## src/rtl/mult_seq_pkg.sv

```systemverilog
// Shared widths, state encoding and operand helpers for the sequential
// shift-add multiplier.
package mult_seq_pkg;

    localparam int MULT_W = 32;
    localparam int CNT_W  = 5;

    typedef enum logic [2:0] {
        ST_IDLE   = 3'd0,
        ST_CALC   = 3'd1,
        ST_NEG_LO = 3'd2,
        ST_NEG_HI = 3'd3,
        ST_DONE   = 3'd4
    } state_t;

    // Two's-complement magnitude; 0x80000000 maps to 2^31 as an unsigned value.
    function automatic logic [MULT_W-1:0] magnitude(input logic [MULT_W-1:0] x,
                                                    input logic               is_signed);
        if (is_signed && x[MULT_W-1])
            return ~x + MULT_W'(1);
        else
            return x;
    endfunction

endpackage

```

## src/rtl/mult_seq_if.sv

```systemverilog
// Request/product handshake bundle between a requester (master) and the
// multiplier (slave).
interface mult_seq_if;
    import mult_seq_pkg::*;

    logic              flush;
    logic              mult_valid;
    logic              mult_signed;
    logic [MULT_W-1:0] mult_op1;
    logic [MULT_W-1:0] mult_op2;
    logic              mult_ready;
    logic              product_valid;
    logic              product_ack;
    logic [2*MULT_W-1:0] product;

    modport master (
        output flush, mult_valid, mult_signed, mult_op1, mult_op2, product_ack,
        input  mult_ready, product_valid, product
    );

    modport slave (
        input  flush, mult_valid, mult_signed, mult_op1, mult_op2, product_ack,
        output mult_ready, product_valid, product
    );

endinterface

```

## src/rtl/mult_seq_cla.sv

```systemverilog
// 32-bit two-level carry-lookahead adder: 4-bit lookahead groups with a
// group-level carry chain.
module mult_seq_cla
    import mult_seq_pkg::*;
(
    input  logic [MULT_W-1:0] operand1,
    input  logic [MULT_W-1:0] operand2,
    input  logic              cin,
    output logic [MULT_W-1:0] result,
    output logic              cout
);

    localparam int NGRP = MULT_W / 4;

    logic [MULT_W-1:0] g;
    logic [MULT_W-1:0] p;
    logic [MULT_W-1:0] c;
    logic [NGRP-1:0]   gg;
    logic [NGRP-1:0]   gp;
    logic [NGRP:0]     cg;

    assign g = operand1 & operand2;
    assign p = operand1 ^ operand2;

    genvar gi;
    generate
        for (gi = 0; gi < NGRP; gi++) begin : g_grp
            localparam int B = 4 * gi;

            assign gg[gi] = g[B+3]
                          | (p[B+3] & g[B+2])
                          | (p[B+3] & p[B+2] & g[B+1])
                          | (p[B+3] & p[B+2] & p[B+1] & g[B]);
            assign gp[gi] = &p[B+3:B];

            // In-group carries are fully expanded from the group carry-in.
            assign c[B]   = cg[gi];
            assign c[B+1] = g[B] | (p[B] & cg[gi]);
            assign c[B+2] = g[B+1] | (p[B+1] & g[B]) | (p[B+1] & p[B] & cg[gi]);
            assign c[B+3] = g[B+2] | (p[B+2] & g[B+1]) | (p[B+2] & p[B+1] & g[B])
                          | (p[B+2] & p[B+1] & p[B] & cg[gi]);
        end
    endgenerate

    always_comb begin
        cg[0] = cin;
        for (int k = 0; k < NGRP; k++) begin
            cg[k+1] = gg[k] | (gp[k] & cg[k]);
        end
    end

    assign result = p ^ c;
    assign cout   = cg[NGRP];

endmodule

```

## src/rtl/mult_seq.sv

```systemverilog
// Sequential 32x32 -> 64 shift-add multiplier with sign-magnitude handling
// and a final two-step negation, all through one shared adder.
module mult_seq
    import mult_seq_pkg::*;
(
    input  logic        clk,
    input  logic        rst,
    mult_seq_if.slave   bus
);

    state_t              state_q, state_d;
    logic [MULT_W-1:0]   mcand_q, mcand_d;
    logic [MULT_W-1:0]   hi_q, hi_d;
    logic [MULT_W-1:0]   lo_q, lo_d;
    logic [CNT_W-1:0]    cnt_q, cnt_d;
    logic                neg_q, neg_d;
    logic                ncarry_q, ncarry_d;

    logic [MULT_W-1:0]   add_a, add_b, add_sum;
    logic                add_cin, add_cout;
    logic                accept;
    logic                calc_last;

    assign accept    = (state_q == ST_IDLE) && bus.mult_valid && !bus.flush;
    assign calc_last = (cnt_q == CNT_W'(MULT_W - 1));

    mult_seq_cla u_adder (
        .operand1 (add_a),
        .operand2 (add_b),
        .cin      (add_cin),
        .result   (add_sum),
        .cout     (add_cout)
    );

    // Adder operand selection: partial-product add, then two-word negation.
    always_comb begin
        add_a   = '0;
        add_b   = '0;
        add_cin = 1'b0;
        case (state_q)
            ST_CALC: begin
                add_a = hi_q;
                add_b = lo_q[0] ? mcand_q : '0;
            end
            ST_NEG_LO: begin
                add_a   = ~lo_q;
                add_cin = 1'b1;
            end
            ST_NEG_HI: begin
                add_a   = ~hi_q;
                add_cin = ncarry_q;
            end
            default: ;
        endcase
    end

    always_ff @(posedge clk or posedge rst) begin
        if (rst)
            state_q <= ST_IDLE;
        else
            state_q <= state_d;
    end

    always_comb begin
        state_d = state_q;
        if (bus.flush) begin
            state_d = ST_IDLE;
        end else begin
            case (state_q)
                ST_IDLE:   if (accept) state_d = ST_CALC;
                ST_CALC:   if (calc_last) state_d = neg_q ? ST_NEG_LO : ST_DONE;
                ST_NEG_LO: state_d = ST_NEG_HI;
                ST_NEG_HI: state_d = ST_DONE;
                ST_DONE:   if (bus.product_ack) state_d = ST_IDLE;
                default:   state_d = ST_IDLE;
            endcase
        end
    end

    always_comb begin
        bus.mult_ready    = (state_q == ST_IDLE);
        bus.product_valid = (state_q == ST_DONE);
        bus.product       = {hi_q, lo_q};
    end

    always_comb begin
        mcand_d  = mcand_q;
        hi_d     = hi_q;
        lo_d     = lo_q;
        cnt_d    = cnt_q;
        neg_d    = neg_q;
        ncarry_d = ncarry_q;
        if (!bus.flush) begin
            case (state_q)
                ST_IDLE: begin
                    if (accept) begin
                        mcand_d = magnitude(bus.mult_op1, bus.mult_signed);
                        lo_d    = magnitude(bus.mult_op2, bus.mult_signed);
                        hi_d    = '0;
                        cnt_d   = '0;
                        neg_d   = bus.mult_signed & (bus.mult_op1[MULT_W-1] ^ bus.mult_op2[MULT_W-1]);
                    end
                end
                ST_CALC: begin
                    // {cout,sum,lo} >> 1; carry only counts when an add happened.
                    hi_d  = {lo_q[0] & add_cout, add_sum[MULT_W-1:1]};
                    lo_d  = {add_sum[0], lo_q[MULT_W-1:1]};
                    cnt_d = cnt_q + CNT_W'(1);
                end
                ST_NEG_LO: begin
                    lo_d     = add_sum;
                    ncarry_d = add_cout;
                end
                ST_NEG_HI: begin
                    hi_d = add_sum;
                end
                default: ;
            endcase
        end
    end

    always_ff @(posedge clk or posedge rst) begin
        if (rst) begin
            mcand_q  <= '0;
            hi_q     <= '0;
            lo_q     <= '0;
            cnt_q    <= '0;
            neg_q    <= 1'b0;
            ncarry_q <= 1'b0;
        end else begin
            mcand_q  <= mcand_d;
            hi_q     <= hi_d;
            lo_q     <= lo_d;
            cnt_q    <= cnt_d;
            neg_q    <= neg_d;
            ncarry_q <= ncarry_d;
        end
    end

endmodule

```

## src/flat_wrapper.sv

```systemverilog
// flat-port wrapper written by rule: the top's interface ports become plain ports
module mult_seq_flat import mult_seq_pkg::*;
  (clk, rst, bus_flush, bus_mult_valid, bus_mult_signed, bus_mult_op1, bus_mult_op2, bus_product_ack, bus_mult_ready, bus_product_valid, bus_product);
  mult_seq_if bus_i ();
  input  logic clk;
  input  logic rst;
  input wire logic [$bits(bus_i.flush)-1:0] bus_flush;
  input wire logic [$bits(bus_i.mult_valid)-1:0] bus_mult_valid;
  input wire logic [$bits(bus_i.mult_signed)-1:0] bus_mult_signed;
  input wire logic [$bits(bus_i.mult_op1)-1:0] bus_mult_op1;
  input wire logic [$bits(bus_i.mult_op2)-1:0] bus_mult_op2;
  input wire logic [$bits(bus_i.product_ack)-1:0] bus_product_ack;
  output wire logic [$bits(bus_i.mult_ready)-1:0] bus_mult_ready;
  output wire logic [$bits(bus_i.product_valid)-1:0] bus_product_valid;
  output wire logic [$bits(bus_i.product)-1:0] bus_product;
  assign bus_i.flush = bus_flush;
  assign bus_i.mult_valid = bus_mult_valid;
  assign bus_i.mult_signed = bus_mult_signed;
  assign bus_i.mult_op1 = bus_mult_op1;
  assign bus_i.mult_op2 = bus_mult_op2;
  assign bus_i.product_ack = bus_product_ack;
  assign bus_mult_ready = bus_i.mult_ready;
  assign bus_product_valid = bus_i.product_valid;
  assign bus_product = bus_i.product;
  mult_seq u_core (.clk(clk), .rst(rst), .bus(bus_i));
endmodule
```

## config.mk

```make
export PLATFORM = sky130hd
export DESIGN_NAME = mult_seq_flat
export DESIGN_NICKNAME = d
export VERILOG_FILES = /design/src/rtl/mult_seq_pkg.sv /design/src/rtl/mult_seq_if.sv /design/src/rtl/mult_seq_cla.sv /design/src/rtl/mult_seq.sv /design/src/flat_wrapper.sv
export SDC_FILE = /design/constraint.sdc
export NUM_CORES = 1
export LEC_CHECK = 0
export CAP_MARGIN = 15
export CORE_ASPECT_RATIO = 0.75
export CORE_UTILIZATION = 49
export CTS_CLUSTER_DIAMETER = 50
export DETAILED_ROUTE_END_ITERATION = 8
export PLACE_DENSITY = 0.85
export SLEW_MARGIN = 10
export SYNTH_ARGS = -nofsm -noshare
export SYNTH_HDL_FRONTEND = slang
export SYNTH_SLANG_ARGS = --single-unit
```

## constraint.sdc

```tcl
create_clock -name clk -period 6.1 [get_ports clk]
set_input_delay 1.83 -clock clk [delete_from_list [all_inputs] [get_ports clk]]
set_output_delay 1.83 -clock clk [all_outputs]
set_load 0.02 [all_outputs]
```

Word level (Yosys, flattened, before mapping)
Index checks and enable logic that the tools add are counted.
- bitwise logic cells: 211
- muxes and demuxes: 18
- add/sub/neg operators: 3
- eq/ne operators: 9
- reductions and logical operators: 23
- operator list (operator ; number):
    32-bit one-hot mux with 3 select lines ; 3
    32-bit 2-to-1 mux ; 6
    32-bit NOT ; 4
    1-bit bitwise AND ; 122
    1-bit OR ; 80
    32-bit by 1-bit adder with 32-bit output (second input constant) ; 2
    32-bit XOR ; 2
    32-bit bitwise AND ; 1
    4-bit AND reduction ; 8
    3-bit 2-to-1 mux ; 5
    3-bit one-hot mux with 5 select lines ; 1
    3-bit AND reduction ; 5
    5-bit one-hot mux with 2 select lines ; 1
    3-bit by 2-bit equality test with 1-bit output (second input constant) ; 2
    3-bit by 2-bit != test with 1-bit output (second input constant) ; 2
    3-bit nonzero test ; 2
    5-bit by 1-bit adder with 5-bit output (second input constant) ; 1
    5-bit equality test (second input constant) ; 1
    5-bit 2-to-1 mux ; 1
    1-bit logical AND ; 4
    3-bit by 1-bit equality test with 1-bit output (second input constant) ; 1
    3-bit equality test (second input constant) ; 1
    3-bit logical NOT ; 1
    3-bit != test (second input constant) ; 1
    other kinds (7) ; 7
- bits in registers: 106
- output and inout port bits: 66

Logic depth before layout (Yosys ltp)
- word-level depth: 24
- mapped depth: 19
- mapped depth without buffers: 16

Modules after synthesis
Synthesis repeated with hierarchy kept, for this count alone.
- cell total of the unflattened synthesis: 1038
- area total of the unflattened synthesis: 8453.1 µm²
- modules (own cells, without submodules) (module ; instances ; area an instance (µm²) ; seq. area each (µm²) ; cells an instance):
    mult_seq ; 1 ; 7124.3 ; 2652.5 ; 884
    mult_seq_cla ; 1 ; 1328.8 ; 0.0 ; 154

Least setup slack after synthesis
Ideal clock, no wire load.
- path kind: register -> register
- start point: register u_core.state_q[1]
- end point: register u_core.lo_q[21]
- buffers on the path: 5
- library setup time: 0.138 ns
- period minus slack after synthesis: 4.436 ns
- slack: 1.664 ns
- cell stages (with the launch flop): 19
- arrival time: 4.298 ns
- cell sequence: dfrtp_1 -> clkbuf_1 -> clkbuf_1 -> buf_1 -> xor2_1 -> a21oi_1 -> nor2_1 -> ha_1 -> clkbuf_1 -> and4_1 -> nand3_1 -> nor3_1 -> or3_1 -> clkbuf_1 -> or2_2 -> fa_1 -> xor2_1 -> a221oi_1 -> o22ai_1
- longest elaborated chain between the ends: 20
- elaborated cells on any way between the ends: 73
- RTL lines (element ; line ; source):
    start, declared ; mult_seq.sv:11 ; state_t state_q, state_d;
    start signal, assigned ; mult_seq.sv:61 ; state_q <= state_d;
    3-bit by 2-bit equality test with 1-bit output (tied with other cells) ; mult_seq.sv:40 ; case (state_q)
    32-bit one-hot mux with 3 select lines / 32-bit 2-to-1 mux (equally long branches) ; mult_seq.sv:40 ;
    32-bit XOR / 32-bit bitwise AND (equally long branches) ; mult_seq_cla.sv:23, mult_seq_cla.sv:22 ;
    1-bit bitwise AND (on tied branches) ; mult_seq_cla.sv:31, mult_seq_cla.sv:32, mult_seq_cla.sv:33 ;
    1-bit OR (tied with other cells) ; mult_seq_cla.sv:31 ; | (p[B+3] & g[B+2])
    1-bit OR / 1-bit bitwise AND (equally long branches) ; mult_seq_cla.sv:32, mult_seq_cla.sv:33 ;
    1-bit OR ; mult_seq_cla.sv:33 ; | (p[B+3] & p[B+2] & p[B+1] & g[B]);
    1-bit OR ; mult_seq_cla.sv:48 ; cg[k+1] = gg[k] | (gp[k] & cg[k]);
    [... 4 more ...] ; n/a ;
    1-bit bitwise AND ; mult_seq_cla.sv:48 ;
    1-bit OR ; mult_seq_cla.sv:48 ;
    1-bit bitwise AND ; mult_seq_cla.sv:48 ;
    1-bit OR ; mult_seq_cla.sv:48 ;
    1-bit bitwise AND ; mult_seq_cla.sv:38 ; assign c[B+1] = g[B] | (p[B] & cg[gi]);
    1-bit OR ; mult_seq_cla.sv:38 ;
    32-bit XOR ; mult_seq_cla.sv:52 ; assign result = p ^ c;
    32-bit one-hot mux with 3 select lines ; mult_seq.sv:94 ; case (state_q)
    end signal, assigned ; mult_seq.sv:133 ; lo_q <= lo_d;
    end, declared ; mult_seq.sv:14 ; logic [MULT_W-1:0] lo_q, lo_d;
Parallel ways exist; a longest one is shown, timed or not.
A chain may end at the register's enable or synchronous reset.

Final worst setup path
- start point: register u_core.state_q[1]
- end point: register u_core.hi_q[28]
- longest elaborated chain between the ends: 24
- elaborated cells on any way between the ends: 95
- RTL lines (element ; line ; source):
    3-bit by 2-bit equality test with 1-bit output (tied with other cells) ; mult_seq.sv:40, mult_seq.sv:94 ;
    32-bit one-hot mux with 3 select lines / 32-bit 2-to-1 mux (equally long branches) ; mult_seq.sv:40 ;
    32-bit XOR / 32-bit bitwise AND (equally long branches) ; mult_seq_cla.sv:23, mult_seq_cla.sv:22 ;
    1-bit bitwise AND (on tied branches) ; mult_seq_cla.sv:31, mult_seq_cla.sv:32, mult_seq_cla.sv:33 ;
    1-bit OR (tied with other cells) ; mult_seq_cla.sv:31 ;
    1-bit OR / 1-bit bitwise AND (equally long branches) ; mult_seq_cla.sv:32, mult_seq_cla.sv:33 ;
    1-bit OR ; mult_seq_cla.sv:33 ;
    1-bit OR ; mult_seq_cla.sv:48 ;
    [... 8 more ...] ; n/a ;
    1-bit bitwise AND ; mult_seq_cla.sv:48 ;
    1-bit OR ; mult_seq_cla.sv:48 ;
    1-bit bitwise AND ; mult_seq_cla.sv:48 ;
    1-bit OR ; mult_seq_cla.sv:48 ;
    1-bit bitwise AND ; mult_seq_cla.sv:38 ;
    1-bit OR ; mult_seq_cla.sv:38 ;
    32-bit XOR ; mult_seq_cla.sv:52 ;
    32-bit one-hot mux with 3 select lines ; mult_seq.sv:94 ;
    end signal, assigned ; mult_seq.sv:132 ; hi_q <= hi_d;
    end, declared ; mult_seq.sv:13 ; logic [MULT_W-1:0] hi_q, hi_d;
Parallel ways exist; a longest one is shown, timed or not.

==> metrics.md <==
| Metric | Value |
|---|---|
| Max capacitance violation total | `0` |
| Vias in the first global route | `8,416` |
| Clk sinks | `106` |
| Vias per std cell | `6.36` |
| Fin. max-slew vios | `0` |
| Synth Area in Simple Gates | `23.5%` |
| Resize count post-CTS | `0` |
| Cell Chain, Critical Path | `buf_4 -> nor2_4 -> buf_4 -> and3_1 -> ha_1 -> a21oi_1 -> a21oi_1 -> a311oi_1 -> nand3_1 -> o21a_1 -> fa_1 -> xor2_1 -> a221oi_1 -> nor2_1` |
| Largest net degree at the start of global routing | `80` |
| Crit Reg-Reg Endpoint | `u_core.hi_q[28]$_DFFE_PP0P_` |
| Setup crit start kind | `flip-flop` |
| CP Max Fanout | `38` |
| # rows | `41` |
| Slew headroom | `23.2%` |
| Global-route total usage across every layer | `31.6%` |
| Power density over the cells | `227 nW/um^2` |
| Max IR drop VDD | `0.000140 V` |
| Crit path max-delay family | `compound AO/OA/AOI/OAI gates` |
| Crit path buf inv count | `2` |
| CTS tree | `built` |
| Worst skew pair latency | `360 ps` |
| Inserted Clock Buffers | `9` |
| Status | `finished clean` |
| Die footprint | `17,900 sq um` |
| Compound-cell area share of the yosys netlist | `22.9%` |
| Synth Area in XOR/XNOR | `10.9%` |
| Max Fclk | `214 MHz` |
| Final Cycle Share | `76.5%` |
| First-pass GRT wire length | `44.2 mm` |
| Main combinational cell family by area after synthesis | `simple AND/OR/NAND/NOR gates` |
| Fraction of layout cells with a size suffix above 1 | `4.68%` |
| Worst hold path cell count | `2` |
| Final setup fails | `0` |
| H-Tree Level Count | `3` |
| Drt wl/cell | `19.8 um` |
| DR iter-0 viols | `883` |
| Mux contribution to synthesized area | `0.236%` |
| Endpoints failing hold | `0` |
| Synth-to-Final Area Change | `21.3%` |
| Die width | `154 um` |
| DPL Wire Length | `20.0 mm` |
| Non-filler instance count after layout | `1,390` |
| Fin Clk Skew | `9.26 ps` |
| Syn Nets | `1,189` |
| Mapped cell area | `8490 sq um` |
| Crit path time final | `4670 ps` |
| Flop2flop setup slack | `1430 ps` |
| Type of the worst setup path | `reg2reg` |
| Slowest library cell on the worst path | `nor2_4` |
| Reg2reg start | `u_core.state_q[1]$_DFFE_PP0P_` |
| Worst Hold Class | `reg2reg` |
| Fraction of registers with async set/reset | `100%` |
| Top FF cell, synth | `dfrtp_1` |
| Post-synth EDFFs | `0` |
| Remaining Overflow, GRT | `0` |
| Clk Tree Root Cell | `clkbuf_16` |
| Clock buffer depth | `2` |
| RSZ-0062 raised after global routing | `false` |
| Seq/Total Area, Yosys | `31.2%` |
| Fin nets | `1,284` |
| DRC violations left | `0` |
| Power, Total | `2.34 mW` |
| Synth Register Bits | `106` |
| IO Port Bufs | `135` |
| Post-synth cell types | `67` |
| CP peak stage delay | `590 ps` |
| R2r worst-path depth | `14` |
| Synth warn | `0` |
| Most frequent cells in the layout | `nor2_1 (178), clkdlybuf4s50_1 (135), dfrtp_1 (105)` |
| RD Place Congestion | `0.971` |
| Placed insts | `1,374` |
| Io pins | `136` |
| Chip height | `116 um` |
| Core area | `16,900 sq um` |
| Starting density of the core | `50.3%` |
| Critical Path End Type | `flip-flop` |
| Setup TNS | `0 ps` |
| Cell count after synthesis | `1,075` |
| Measured slew at the worst slew-check pin | `1150 ps` |
| Final Routed Wirelength | `27.6 mm` |
| Mean Syn Cell Area | `7.90 sq um` |
| Most common cell after layout, fill and taps aside | `nor2_1` |
| Post-DRT Antenna Nets | `0` |
| Req. time, crit path | `6340 ps` |
| Drt pass-1 iters | `6` |
| Pleak | `4.62 nW` |
| Setup bufs post-CTS | `0` |
| Initial antenna violation count | `0` |
| Hold buffer count at CTS | `0` |
| HP Start | `u_core.mcand_q[5]$_DFFE_PP0P_` |
| Crit path DAT | `4900 ps` |
| ANT cells | `0` |
| Synth Area in Adders | `7.19%` |
| Reg clk slew, reported paths | `80 ps` |
| Worst Hold Endpoint | `u_core.mcand_q[5]$_DFFE_PP0P_` |
| Vias | `8,836` |
[worst max-delay path by stage]
stage | cells after the start | end | slack (ps) | from
finish | 14 | u_core.hi_q[28]$_DFFE_PP0P_ | 1430 | u_core.state_q[1]$_DFFE_PP0P_
global route | 14 | u_core.hi_q[28]$_DFFE_PP0P_ | 1130 | u_core.state_q[1]$_DFFE_PP0P_
CTS | 14 | u_core.hi_q[28]$_DFFE_PP0P_ | 1520 | u_core.state_q[1]$_DFFE_PP0P_
detailed placement | 9 | u_core.mcand_q[29]$_DFFE_PP0P_ | 1400 | bus_mult_op1[8]
global placement | 9 | u_core.mcand_q[29]$_DFFE_PP0P_ | 1500 | bus_mult_op1[8]
floorplan | 1 | u_core.cnt_q[0]$_DFFE_PP0P_ | 1480 | rst
[metrics by stage]
stage / worst slack, ps / hold WS, ps / utilization, % / cell area, sq um
4_1_cts: 1520 / 484 / 61.0 / 10300
3_3_place_gp: 1500 / 455 / 59.3 / 10000
5_1_grt: 1130 / 499 / 61.0 / 10300
3_5_place_dp: 1400 / 467 / 59.3 / 10000
2_1_floorplan: 1480 / 442 / - / 8490
6_report: 1430 / 478 / 61.0 / 10300
[area by class of cell]
class	count	area (sq um)
Fill cell	1438	6570
Multi-Input combinational cell	880	5520
Sequential cell	106	2650
Timing Repair Buffer	154	1490
Tap cell	215	269
Clock buffer	10	229
Inverter	19	73.8
Clock inverter	6	65.1
[sequential cells by signal (all words and copies together) (netlist names)]
register and flops:
u_core.hi_q 32, u_core.lo_q 32, u_core.mcand_q 32, u_core.cnt_q 5, u_core.state_q 3, u_core.ncarry_q 1, u_core.neg_q 1
[synthesized netlist by cell type (all sizes together), types with 6 or more instances]
cell type / number / area share [%]
inv: 19 / 0.84
nand2: 103 / 4.6
nand3: 12 / 0.71
dfrtp: 106 / 31
nand4: 9 / 0.66
o21ai: 84 / 5.0
o211ai: 6 / 0.53
xor2: 69 / 7.1
a21oi: 88 / 5.2
nor3: 19 / 1.1
a31oi: 9 / 0.66
a211oi: 7 / 0.62
o21a: 11 / 0.97
o31ai: 9 / 0.80
nor4: 10 / 0.99
buf: 9 / 0.41
nand2b: 11 / 0.81
o22ai: 6 / 0.44
a221oi: 47 / 4.9
nor2: 180 / 8.0
fa: 8 / 1.9
xnor2: 37 / 3.8
clkbuf: 61 / 2.7
or3: 8 / 0.71
and3: 36 / 2.7
ha: 36 / 5.3
[worst register-to-register path: stages, from the launching register on]
cell and delay (ps):
dfrtp_2 420, buf_4 240, nor2_4 610, buf_4 510
and3_1 240, ha_1 280, a21oi_1 290, a21oi_1 160
a311oi_1 380, nand3_1 190, o21a_1 240, fa_1 390
xor2_1 180, a221oi_1 350, nor2_1 70
[power by group]
group          leakage [nW]  internal, mW  switching, mW  total [mW]
clock                 0.143         0.320          0.282       0.602
combinational          3.16         0.341          0.440       0.781
sequential             1.31         0.819          0.136       0.954
total                  4.62          1.48          0.857        2.34
[cell families after synthesis]
logic type / count (synthesis)
compound gates: 303
xor+xnor: 106
fa+ha+maj: 44
buf+inv: 89
flops: 106
mux: 2
simple gates: 425
[per-layer routing]
layer  routed length (um)  up-vias  global-route usage (%)  part of all wire, %
li1                     -     4035                       -                    -
met1                11300     4116                    42.4                   41
met2                11900      585                    49.4                   43
met3                 3480      100                    8.23                   13
met4                  882        0                    11.8                  3.2
met5                    0        -                       0                    0
(Power assumes the default switching activity.)
